**src/rtl/mod_fold_pkg.sv**
```systemverilog
// Shared definitions for the constant-modulus fold reducer.
//   state_t        : controller states
//   mod_fold_m     : modulus M = 2^K - C
//   mod_fold_legal : parameter legality check used at elaboration
package mod_fold_pkg;

  typedef enum logic [1:0] {
    IDLE = 2'd0,
    FOLD = 2'd1,
    DONE = 2'd2
  } state_t;

  function automatic int mod_fold_m(input int k, input int c);
    return (1 << k) - c;
  endfunction

  // C must leave M above 2^(K-1) so that one final subtract suffices,
  // and the operand must be wider than a single fold chunk.
  function automatic bit mod_fold_legal(input int xw, input int k, input int c);
    if (k < 2)                                     return 1'b0;
    if (xw <= k)                                   return 1'b0;
    if (c <= 0)                                    return 1'b0;
    if (longint'(c) >= (longint'(1) << (k - 1)))   return 1'b0;
    return 1'b1;
  endfunction

endpackage

```
**src/rtl/mod_fold_step.sv**
```systemverilog
// Combinational datapath of the fold reducer.
//   r       : accumulator, XW+1 bits
//   r_next  : r[K-1:0] + r[XW:K]*C
//   hi_zero : r[XW:K] == 0, i.e. r < 2^K and folding is finished
//   z_final : r reduced into 0..M-1 by one conditional subtract of M
//             (only meaningful when hi_zero is set)
module mod_fold_step
  import mod_fold_pkg::*;
#(
  parameter int XW = 32,
  parameter int K  = 8,
  parameter int C  = 77
) (
  input  logic [XW:0]  r,
  output logic [XW:0]  r_next,
  output logic         hi_zero,
  output logic [K-1:0] z_final
);

  localparam int            M   = mod_fold_m(K, C);
  localparam logic [XW:0]   C_W = (XW + 1)'(C);
  localparam logic [K-1:0]  M_K = K'(M);

  logic [XW:0]  w_hi;
  logic [XW:0]  w_lo_ext;
  logic [K-1:0] w_lo;

  assign w_lo     = r[K-1:0];
  assign w_hi     = {{K{1'b0}}, r[XW:K]};
  assign w_lo_ext = {{(XW + 1 - K){1'b0}}, w_lo};

  // With C < 2^(K-1) the product stays within XW bits, so the sum
  // cannot overflow the XW+1 bit accumulator.
  assign r_next  = w_hi * C_W + w_lo_ext;
  assign hi_zero = (r[XW:K] == '0);
  assign z_final = (w_lo >= M_K) ? (w_lo - M_K) : w_lo;

endmodule

```
**src/rtl/mod_fold_reduce.sv**
```systemverilog
// Sequential reducer z = x mod (2^K - C) by iterative folding.
//   clk, reset           : clock, asynchronous active-high reset
//   in_valid / in_ready  : operand handshake, x sampled on accept edge
//   x                    : unsigned operand, XW bits
//   out_valid / out_ready: result handshake, result held until taken
//   z                    : x mod M
//   nfold                : fold steps used, saturating at 2^CW-1
module mod_fold_reduce
  import mod_fold_pkg::*;
#(
  parameter int XW = 32,
  parameter int K  = 8,
  parameter int C  = 77,
  parameter int CW = 8
) (
  input  logic          clk,
  input  logic          reset,
  input  logic          in_valid,
  output logic          in_ready,
  input  logic [XW-1:0] x,
  output logic          out_valid,
  input  logic          out_ready,
  output logic [K-1:0]  z,
  output logic [CW-1:0] nfold
);

  generate
    if (!mod_fold_legal(XW, K, C)) begin : g_bad_params
      $error("mod_fold_reduce: illegal parameters XW=%0d K=%0d C=%0d", XW, K, C);
    end
  endgenerate

  state_t        r_state;
  state_t        w_state_next;
  logic [XW:0]   r_acc;
  logic [K-1:0]  r_z;
  logic [CW-1:0] r_nfold;

  logic          w_accept;
  logic [XW:0]   w_r_next;
  logic          w_hi_zero;
  logic [K-1:0]  w_z_final;

  mod_fold_step #(
    .XW (XW),
    .K  (K),
    .C  (C)
  ) u_step (
    .r       (r_acc),
    .r_next  (w_r_next),
    .hi_zero (w_hi_zero),
    .z_final (w_z_final)
  );

  // Accepting in DONE while the result is taken keeps back-to-back
  // operation free of an idle bubble.
  assign in_ready  = !reset && ((r_state == IDLE) || ((r_state == DONE) && out_ready));
  assign w_accept  = in_valid && in_ready;
  assign out_valid = (r_state == DONE);
  assign z         = r_z;
  assign nfold     = r_nfold;

  always_comb begin
    w_state_next = r_state;
    case (r_state)
      IDLE: if (w_accept) w_state_next = FOLD;
      FOLD: if (w_hi_zero) w_state_next = DONE;
      DONE: if (out_ready) w_state_next = w_accept ? FOLD : IDLE;
      default: w_state_next = IDLE;
    endcase
  end

  always_ff @(posedge clk or posedge reset) begin
    if (reset) begin
      r_state <= IDLE;
    end else begin
      r_state <= w_state_next;
    end
  end

  always_ff @(posedge clk or posedge reset) begin
    if (reset) begin
      r_acc   <= '0;
      r_z     <= '0;
      r_nfold <= '0;
    end else if (w_accept) begin
      r_acc   <= {1'b0, x};
      r_nfold <= '0;
    end else if (r_state == FOLD) begin
      if (!w_hi_zero) begin
        r_acc <= w_r_next;
        if (r_nfold != '1) r_nfold <= r_nfold + 1'b1;
      end else begin
        r_z <= w_z_final;
      end
    end
  end

endmodule
```
**config.mk**
```make
export PLATFORM = sky130hd
export DESIGN_NAME = mod_fold_reduce
export DESIGN_NICKNAME = d
export VERILOG_FILES = /design/src/rtl/mod_fold_pkg.sv /design/src/rtl/mod_fold_step.sv /design/src/rtl/mod_fold_reduce.sv
export SDC_FILE = /design/constraint.sdc
export NUM_CORES = 1
export LEC_CHECK = 0
export ABC_AREA = 1
export BUFFER_PORTS_ARGS = -buffer_cell sky130_fd_sc_hd__clkbuf_2
export CORE_UTILIZATION = 60
export CTS_BUF_LIST = sky130_fd_sc_hd__clkbuf_8
export DETAILED_ROUTE_END_ITERATION = 6
export GPL_TIMING_DRIVEN = 1
export MAX_ROUTING_LAYER = met4
export PLACE_DENSITY = 0.79
export REMOVE_ABC_BUFFERS = 1
export SKIP_CTS_REPAIR_TIMING = 1
export SKIP_LAST_GASP = 1
export SYNTH_ARGS = -nofsm -noshare
export SYNTH_HDL_FRONTEND = slang
export SYNTH_SLANG_ARGS = --single-unit
```
**constraint.sdc**
```tcl
create_clock -name clk -period 5.5 [get_ports clk]
set_input_delay 0.275 -clock clk [delete_from_list [all_inputs] [get_ports clk]]
set_output_delay 0.275 -clock clk [all_outputs]
set_load 0.01 [all_outputs]
```
==> summary.md <==
| Metric | Value |
|---|---|
| Fill cell count | `1156` |
| CTS sink cnt | `51` |
| Min-delay src | `out_ready` |
| Minimum clock period | `4790 ps` |
| Setup Skew | `7.21 ps` |
| Final global-route overflow total | `0` |
| #FFs+latches synth | `51` |
| H-Tree Depth | `2` |
| Proportion of synthesized flip-flops having asynchronous set or reset | `100%` |
| Worst path required time | `5700 ps` |
| Post-synthesis sequential area ratio | `16.4%` |
| Maximum clock insertion buffer count | `2` |
| Nets | `1391` |
| Buf/Inv on CP | `4` |
| Synth warn | `0` |
| Achievable Freq | `0.209 GHz` |
| Inserted Diodes | `0` |
| Initial Util | `61.6%` |
| Crit path capture type | `flip-flop` |
| RSZ-0062 raised after global routing | `no` |
| Worst Hold Class | `in2reg` |
| Vias per cell | `5.20` |
| DRT Pass-1 Iters | `5` |
| MaxCap Viol Count | `0` |
| Total GRT Usage | `32.2%` |
| Worst-path clk slew | `90 ps` |
| Start point of the critical path | `r_acc[11]$_DFFE_PP0P_` |
| Number of top-level pins | `54` |
| Commonest non-fill, non-tap cell in the layout | `nand2_1` |
| FF-to-FF Start | `r_acc[11]$_DFFE_PP0P_` |
| Commonest cells after routing, fill and taps aside | `nand2_1 (317), inv_1 (266), ha_1 (108), nor2_1 (74), nand3_1 (61)` |
| Die Area | `0.0134 sq mm` |
| Distinct cells, synth | `39` |
| Status | `complete, no violations` |
| Max-slew headroom | `55.8%` |
| Core area | `0.0126 sq mm` |
| DRC marker count from the first detailed-route iteration | `518` |
| Initial antenna violation count | `0` |
| Num CTS Buffers | `5` |
| Slew Limit Fails | `0` |
| Worst-path cell chain | `ha_1 -> ha_1 -> ha_1 -> inv_1 -> fa_1 -> inv_1 -> ha_1 -> or2_2 -> and2_1 -> xor2_1 -> ha_1 -> nand2_1 -> inv_1 -> a21boi_0 -> nand2_1 -> inv_1 -> nor2_4 -> nand2_2 -> nor2_4 -> nand4_4 -> nor2_1 -> nand2_1 -> nand3_1 -> nand3_1` |
| Part of the cycle the worst path needs | `87.1%` |
| Total Neg Setup Slack | `0 ps` |
| Fin. Hold Viols | `0` |
| Top-area cell type share of the netlist area | `17.4%` |
| Post-route ant nets | `0` |
| Crit-path leading delay family | `adder cells` |
| Slowest Stage Delay on Critical Path | `500 ps` |
| First-pass GRT wire length | `32100 um` |
| Drt wl/cell | `14.3 um` |
| Die Ht | `116 um` |
| GP Congestion | `0.956` |
| Most used DFF post-synth | `dfrtp_1` |
| Slowest CP cell | `fa_1` |
| Final wirelength | `19700 um` |
| CP most frequent cell | `ha_1` |
| Post-Syn Area per Cell | `6.76 sq um` |
| Crit path launch type | `flip-flop` |
| Worst setup path class | `reg2reg` |
| Die W | `116 um` |
| Post-synthesis cell count | `1149` |
| Final setup viols | `0` |
| CTS Root Cell | `clkbuf_8` |
| CTS tree | `yes` |
| Least-Margin Pin Slew | `662 ps` |
| Clock latency on the worst-skew pair | `320 ps` |
| Layout cells sized above 1 | `11.0%` |
| CP Max Fanout | `6` |
| Post-synth EDFFs | `0` |
| Residual DRC | `0` |
| Largest cells by area after synthesis | `ha_1 (17%), dfrtp_1 (16%), nand2_1 (15%)` |
| Worst EP arrival | `4990 ps` |
| FP Rows | `41` |
| Port Buffer Count | `53` |
| Hpwl dp | `16800 um` |
| Vias | `7158` |
| Yosys top cell by area | `ha_1` |
| Area grow syn2layout | `7.65%` |
| Vias in the first global route | `6755` |
| Maximum number of pins on one net before global-route repair | `52` |
| Syn Std Cell Area | `0.00777 sq mm` |
-- final timing paths --
path,cells past startpoint,end,slack (ps)
min in group asynchronous,3,nfold[6]$_DFFE_PP0P_,150
max,24,r_acc[22]$_DFFE_PP0P_,710
max in group asynchronous,3,z[6]$_DFFE_PP0P_,4910
min,2,r_state[1]$_DFFE_PP0P_,130
min reg2reg,1,r_state[1]$_DFFE_PP0P_,480
max reg2reg,24,r_acc[22]$_DFFE_PP0P_,710
-- per-stage QoR --
step / util, % / std cells / instance area (sq um) / hold slack (ps) / worst slack, ps
after floorplan: - / 1139 / 7730 / 361 / 1170
after CTS: 66.3 / 1377 / 8360 / 129 / 729
after global placement: 65.3 / 1369 / 8250 / 465 / 873
after global routing: 66.3 / 1377 / 8360 / 130 / 416
final: 66.3 / 1377 / 8360 / 131 / 710
after detailed placement: 65.3 / 1369 / 8250 / 469 / 757
-- final cells by class --
type | instances | area [sq um] | share of cell area, %
Clock buffer | 6 | 82.6 | 0.987
Clock inverter | 2 | 35.0 | 0.419
Inverter | 276 | 1040 | 12.4
Multi-Input combinational cell | 812 | 5420 | 64.8
Sequential cell | 51 | 1280 | 15.3
Tap cell | 172 | 215 | 2.57
Timing Repair Buffer | 58 | 303 | 3.62
-- sequential cells by signal (all words and copies together) (netlist names) --
signal   flops
r_acc       33
nfold        8
z            8
r_state      2
-- per-layer routing --
layer	global-route usage [%]	wire, um
met5	-	0
met4	10.3	459
met3	4.24	1280
met2	49.5	8540
met1	43.9	9470
-- synth_stat cells (all sizes together) (4+ instances only) --
| cell type | instances |
|---|---|
| fa | 43 |
| and2 | 4 |
| dfrtp | 51 |
| nor3 | 7 |
| o21bai | 8 |
| nand4 | 17 |
| nand3 | 67 |
| nand2 | 342 |
| xnor2 | 10 |
| o221ai | 9 |
| clkbuf | 8 |
| nand3b | 10 |
| ha | 108 |
| a21oi | 29 |
| nor2 | 93 |
| inv | 276 |
| o211ai | 9 |
| xor2 | 13 |
| o21ai | 32 |
-- logic make-up after synthesis --
group,synth area share [%]
buf+inv,13.9
xor+xnor,2.59
fa+ha+maj,28.5
simple gates,31.0
compound gates,7.60
flops,16.4
Power is left out: the tool's default activity adds up to more than one toggle a clock period on the data nets, which glitch-free logic cannot reach.
